<file path="config.mk">
export PLATFORM = sky130hd
export DESIGN_NAME = timer_bank
export DESIGN_NICKNAME = d
export VERILOG_FILES = /design/src/rtl/timer_bank.sv
export SDC_FILE = /design/constraint.sdc
export NUM_CORES = 1
export LEC_CHECK = 0
export BUFFER_PORTS_ARGS = -buffer_cell sky130_fd_sc_hd__buf_2
export CELL_PAD_IN_SITES_DETAIL_PLACEMENT = 1
export CELL_PAD_IN_SITES_GLOBAL_PLACEMENT = 1
export CORE_ASPECT_RATIO = 0.8
export CORE_MARGIN = 2
export CORE_UTILIZATION = 25
export DETAILED_ROUTE_END_ITERATION = 8
export GPL_TIMING_DRIVEN = 0
export PLACE_DENSITY = 0.62
export SLEW_MARGIN = 30
export SYNTH_ARGS = -nofsm -noshare
export SYNTH_HDL_FRONTEND = slang
export SYNTH_SLANG_ARGS = --single-unit
</file>
<file path="constraint.sdc">
create_clock -name clk_i -period 2.35 [get_ports clk_i]
set_input_delay 0.1175 -clock clk_i [delete_from_list [all_inputs] [get_ports clk_i]]
set_output_delay 0.1175 -clock clk_i [all_outputs]
set_load 0.01 [all_outputs]
</file>
<file path="src/rtl/timer_bank.sv">
// -----------------------------------------------------------------------------
// timer_bank
//   Memory-mapped bank of NrChannels independent up-counters. Each channel has
//   CTRL (EN, AUTO, IRQ_EN, PRESCALE), COUNT, COMPARE and W1C STATUS
//   (MATCH, OVF) registers and a level interrupt MATCH & IRQ_EN.
//
//   Address map: channel = addr_i[7:4], register = addr_i[3:2]
//     0x0 CTRL   [0] EN, [1] AUTO, [2] IRQ_EN, [31:16] PRESCALE
//     0x4 COUNT
//     0x8 COMPARE
//     0xC STATUS [0] MATCH, [1] OVF (write 1 to clear)
//   Channels >= NrChannels are unmapped (read 0, writes dropped).
//
//   Build option: define TIMER_BANK_PRESCALER_EN to get a 16-bit prescaler per
//   channel. Without it every enabled cycle is a tick and CTRL[31:16] reads 0.
//
// Ports
//   clk_i      clock
//   rst_i      synchronous active-high reset
//   req_i      bus request, one cycle per access
//   we_i       1 = write, 0 = read
//   addr_i     byte address (only [7:0] decoded)
//   wdata_i    write data
//   rdata_o    registered read data, holds until the next read
//   irq_o      per-channel interrupt (MATCH & IRQ_EN)
//   irq_any_o  OR of irq_o
// -----------------------------------------------------------------------------
module timer_bank #(
    parameter int NrChannels = 4,
    parameter int CntWidth   = 32,
    parameter int DataWidth  = 32,
    parameter int AddrWidth  = 32
) (
    input  logic                  clk_i,
    input  logic                  rst_i,
    input  logic                  req_i,
    input  logic                  we_i,
    input  logic [AddrWidth-1:0]  addr_i,
    input  logic [DataWidth-1:0]  wdata_i,
    output logic [DataWidth-1:0]  rdata_o,
    output logic [NrChannels-1:0] irq_o,
    output logic                  irq_any_o
);

    logic [3:0]                           w_ch;
    logic [1:0]                           w_reg;
    logic                                 w_wr;
    logic                                 w_rd;
    logic [NrChannels-1:0][31:0]          w_ctrl_rd;
    logic [NrChannels-1:0][CntWidth-1:0]  w_cnt_rd;
    logic [NrChannels-1:0][CntWidth-1:0]  w_cmp_rd;
    logic [NrChannels-1:0][1:0]           w_sts_rd;
    logic [DataWidth-1:0]                 w_rword;
    logic [DataWidth-1:0]                 r_rdata;
    logic                                 w_unused;

    assign w_ch  = addr_i[7:4];
    assign w_reg = addr_i[3:2];
    assign w_wr  = req_i & we_i;
    assign w_rd  = req_i & ~we_i;

    // Only part of the address and, depending on widths, of the data is used.
    assign w_unused = ^{addr_i, wdata_i};

    for (genvar g = 0; g < NrChannels; g++) begin : g_ch
        logic                r_en;
        logic                r_auto;
        logic                r_ie;
        logic [CntWidth-1:0] r_count;
        logic [CntWidth-1:0] r_cmp;
        logic                r_match;
        logic                r_ovf;
        logic                w_sel;
        logic                w_wr_ctrl;
        logic                w_wr_cnt;
        logic                w_wr_cmp;
        logic                w_wr_sts;
        logic                w_tick;
        logic                w_tick_eff;
        logic                w_hit;
        logic                w_set_m;
        logic                w_set_o;
        logic [15:0]         w_ps_rd;

        assign w_sel     = (w_ch == 4'(g));
        assign w_wr_ctrl = w_wr & w_sel & (w_reg == 2'd0);
        assign w_wr_cnt  = w_wr & w_sel & (w_reg == 2'd1);
        assign w_wr_cmp  = w_wr & w_sel & (w_reg == 2'd2);
        assign w_wr_sts  = w_wr & w_sel & (w_reg == 2'd3);

`ifdef TIMER_BANK_PRESCALER_EN
        logic [15:0] r_ps;
        logic [15:0] r_pc;

        assign w_tick  = r_en & (r_pc == r_ps);
        assign w_ps_rd = r_ps;

        // Prescaler restarts on any CTRL/COUNT write so a new setting always
        // begins a full period; held at 0 while disabled.
        always_ff @(posedge clk_i) begin
            if (rst_i) begin
                r_ps <= '0;
                r_pc <= '0;
            end else begin
                if (w_wr_ctrl)
                    r_ps <= wdata_i[31:16];
                if (w_wr_ctrl | w_wr_cnt | ~r_en | w_tick)
                    r_pc <= '0;
                else
                    r_pc <= r_pc + 16'd1;
            end
        end
`else
        assign w_tick  = r_en;
        assign w_ps_rd = '0;
`endif

        // A COUNT write on a tick edge wins outright: no match/overflow and
        // no one-shot disable are evaluated.
        assign w_tick_eff = w_tick & ~w_wr_cnt;
        assign w_hit      = (r_count == r_cmp);
        assign w_set_m    = w_tick_eff & w_hit;
        assign w_set_o    = w_tick_eff & ~w_hit & (&r_count);

        always_ff @(posedge clk_i) begin
            if (rst_i) begin
                r_en    <= 1'b0;
                r_auto  <= 1'b0;
                r_ie    <= 1'b0;
                r_count <= '0;
                r_cmp   <= '0;
                r_match <= 1'b0;
                r_ovf   <= 1'b0;
            end else begin
                // Tick uses pre-write CTRL/COMPARE; writes below override.
                if (w_tick_eff) begin
                    if (w_hit) begin
                        if (r_auto)
                            r_count <= '0;
                        else
                            r_en <= 1'b0;
                    end else begin
                        r_count <= r_count + CntWidth'(1);
                    end
                end
                if (w_wr_ctrl) begin
                    r_en   <= wdata_i[0];
                    r_auto <= wdata_i[1];
                    r_ie   <= wdata_i[2];
                end
                if (w_wr_cnt)
                    r_count <= wdata_i[CntWidth-1:0];
                if (w_wr_cmp)
                    r_cmp <= wdata_i[CntWidth-1:0];
                // Set beats a same-edge W1C.
                r_match <= (r_match & ~(w_wr_sts & wdata_i[0])) | w_set_m;
                r_ovf   <= (r_ovf   & ~(w_wr_sts & wdata_i[1])) | w_set_o;
            end
        end

        assign w_ctrl_rd[g] = {w_ps_rd, 13'b0, r_ie, r_auto, r_en};
        assign w_cnt_rd[g]  = r_count;
        assign w_cmp_rd[g]  = r_cmp;
        assign w_sts_rd[g]  = {r_ovf, r_match};
        assign irq_o[g]     = r_match & r_ie;
    end

    // Loop over mapped channels so an unmapped channel number simply falls
    // through to the zero default.
    always_comb begin
        w_rword = '0;
        for (int c = 0; c < NrChannels; c++) begin
            if (w_ch == 4'(c)) begin
                case (w_reg)
                    2'd0:    w_rword = DataWidth'(w_ctrl_rd[c]);
                    2'd1:    w_rword = DataWidth'(w_cnt_rd[c]);
                    2'd2:    w_rword = DataWidth'(w_cmp_rd[c]);
                    default: w_rword = DataWidth'(w_sts_rd[c]);
                endcase
            end
        end
    end

    always_ff @(posedge clk_i) begin
        if (rst_i)
            r_rdata <= '0;
        else if (w_rd)
            r_rdata <= w_rword;
    end

    assign rdata_o   = r_rdata;
    assign irq_any_o = |irq_o;

endmodule

</file>
==> out/qor.txt <==
mapped cell area: 0.0185 mm2
Setup violations, final: 9
RePlAce Congestion: 1.07
post-synth top area share: 33.3%
Die ar.: 0.0763 mm2
GRT Residual Overflow: 0
maximum vdd drop: 0.000405 V
Fin Setup TNS: -0.279 ns
dpl cell area: 0.0201 mm2
first-pass GRT wire length: 150 mm
H-Tree Level Count: 2
cts bufs inserted: 38
clock slew at reported path FFs: 0.06 ns
clock latency on the worst-skew pair: 0.57 ns
CTS sink cnt: 308
top_reg_cell synth: dfxtp_1
cell area after layout: 0.0229 mm2
sequential element share of the synthesized area: 33.3%
row count: 89
largest net degree at the start of global routing: 13
Hold Violations, Final: 0
# DRC: 0
Cell variety after synth: 77
Worst setup EP type: flip-flop
reg2reg end: g_ch[3].r_count[9]$_SDFFE_PP0P_
vias in the first global route: 20700
ANT nets after route: 0
total wire length: 107 mm
most frequent cells in the layout: nand2_1 (396), dfxtp_1 (229), a21oi_1 (210)
via/cell ratio: 6.08
Inst Count DP: 3466
Mapped Cells: 2459
First DRT Iteration DRCs: 2588
fmax: 416 MHz
outcome: complete, but fails checks
post-synth top area cell: dfxtp_1
DP HPWL: 79.2 mm
GRT Overall Usage: 27.2%
worst-path fanout max: 10
slew margin rel.: 27.8%
setup slack after layout: -0.0554 ns
CP startpoint kind: flip-flop
yosys warns: 0
RSZ-0062 raised after global routing: true
CP arrival: 2.87 ns
Req. time, crit path: 2.81 ns
Fillers: 8836
crit path capture: g_ch[3].r_count[9]$_SDFFE_PP0P_
ys async rst share: 0%
initial antenna violation count: 4
Synth-to-Final Area Change: 23.8%
Tcrit/Tclk final: 102%
first-pass detailed-route iteration total: 6
CTS tree: yes
failing checks: setup timing
crit path from: g_ch[3].r_count[2]$_SDFFE_PP0P_
Initial Util: 25.2%
PD cells: 587 mW/mm2
fraction of layout cells with a size suffix above 1: 20.1%
syn nets: 2531
worst slew pin tran: 1.08 ns
via count: 21700
# IOs: 105
PortBufs: 48
worst reg-to-reg setup slack: -0.06 ns
final design utilization: 31.2%
leakage power: 7.41 nW
worst r2r path cells: 10
Die X: 308 um
mean post-synth cell area: 7.53 um2
nets@finish: 2648
drt wl/cell: 30.2 um
Worst Hold Class: input pin to flip-flop
max-cap violation count: 0
Root Driver: clkbuf_16
fin. max-slew vios: 0
commonest non-fill, non-tap cell in the layout: nand2_1
min cycle time layout: 2.41 ns
synth top area cells: dfxtp_1 (33%), nand2_1 (8.1%), a22oi_1 (6.6%)
reg2reg start: g_ch[3].r_count[2]$_SDFFE_PP0P_
skew final: 0.0137 ns
die height: 247 um
number of synthesized flops with an enable pin: 0
core area: 0.0735 mm2
CTS Buffer Depth: 3
Seq cells post-synth: 308
WS Path Type: flip-flop to flip-flop
Final Non-Filler Cells: 3561
## flip-flops by register name (all words and copies together) (netlist names)
name,count
g_ch.r_ie,4
g_ch.r_cmp,128
rdata_o,32
g_ch.r_en,4
g_ch.r_count,128
g_ch.r_match,4
g_ch.r_ovf,4
g_ch.r_auto,4
## metal layers
layer,global-route usage (%),vias up,part of all wire [%]
met2,37.0,1279,39
li1,-,9213,-
met1,39.9,11000,45
met4,10.8,0,4.0
met3,7.39,197,12
met5,0,-,0
## power breakdown
group          internal [mW]  total, mW  switching [mW]  leakage [nW]
sequential              5.26       5.32          0.0547          2.53
clock                   3.70       6.36            2.66         0.644
combinational          0.470       1.78            1.31          4.24
total                   9.44       13.5            4.03          7.41
## through the flow
stage	power, mW	hold WS, ns	worst slack (ns)
2_1_floorplan	6.15	0.300	0.0880
3_3_place_gp	6.85	0.450	-1.03
5_1_grt	13.8	0.0428	-0.105
3_5_place_dp	6.91	0.462	-1.06
4_1_cts	13.3	0.0276	-0.000264
6_report	13.5	0.0335	-0.0554
## what timing repair did
action,CTS,global route
endpoints found under the setup margin,169,159
hold endpoints to repair,6,0
setup buffers,31,28
resized for setup,125,215
pin swaps,22,42
cloned,0,2
hold buffers,2,0
## synth_stat cells, drive strengths merged (18+ instances only)
| cell type | instances |
|---|---|
| a211oi | 25 |
| nand2 | 400 |
| nor4 | 44 |
| xnor2 | 76 |
| a221oi | 23 |
| or3 | 19 |
| o21ai | 67 |
| a22oi | 162 |
| a31oi | 37 |
| and3 | 18 |
| xor2 | 80 |
| nor2 | 105 |
| nor3 | 92 |
| buf | 62 |
| o22ai | 71 |
| dfxtp | 308 |
| inv | 28 |
| and4 | 23 |
| nand4 | 59 |
| nand3 | 108 |
| and2 | 18 |
| clkbuf | 212 |
| a21oi | 219 |
## cell families after synthesis
kind of cell / synth area share, %
buf+inv: 6.56
fa+ha+maj: 0.270
xor+xnor: 7.38
mux: 2.47
simple gates: 24.4
compound gates: 25.6
flops: 33.3
## layout make-up
class	count	area [um2]	share of cell area (%)
Sequential cell	308	6290	27.5
Antenna cell	2	5.00	0.0218
Clock inverter	11	108	0.470
Clock buffer	57	1190	5.18
Timing Repair Buffer	115	887	3.87
Multi-Input combinational cell	1849	11900	52.1
Tap cell	955	1190	5.21
Inverter	28	105	0.459
Buffer	236	1200	5.23
## worst min path at each step
stage                             start                         endpoint  slack, ns  cells after the start
3_5_place_dp   g_ch[3].r_ovf$_SDFF_PP0_         g_ch[3].r_ovf$_SDFF_PP0_       0.46                      2
4_1_cts                     wdata_i[21]   g_ch[1].r_cmp[21]$_SDFFE_PP0P_       0.03                      3
3_3_place_gp   g_ch[3].r_ovf$_SDFF_PP0_         g_ch[3].r_ovf$_SDFF_PP0_       0.45                      2
5_1_grt                      wdata_i[0]  g_ch[3].r_count[0]$_SDFFE_PP0P_       0.04                      3
6_report                     wdata_i[0]  g_ch[3].r_count[0]$_SDFFE_PP0P_       0.03                      3
2_1_floorplan                wdata_i[0]  g_ch[3].r_count[0]$_SDFFE_PP0P_       0.30                      2
## worst max-delay path, stage by stage (launching register included)
cell and delay [ns]:
dfxtp_1 0.30, buf_4 0.17, xor2_2 0.18, nor4_2 0.33, nand4_1 0.16, buf_6 0.17, o31ai_4 0.32, buf_12 0.18
buf_4 0.12, a221oi_1 0.07, a211oi_1 0.29
No activity file was read; power rests on OpenSTA's default activity.
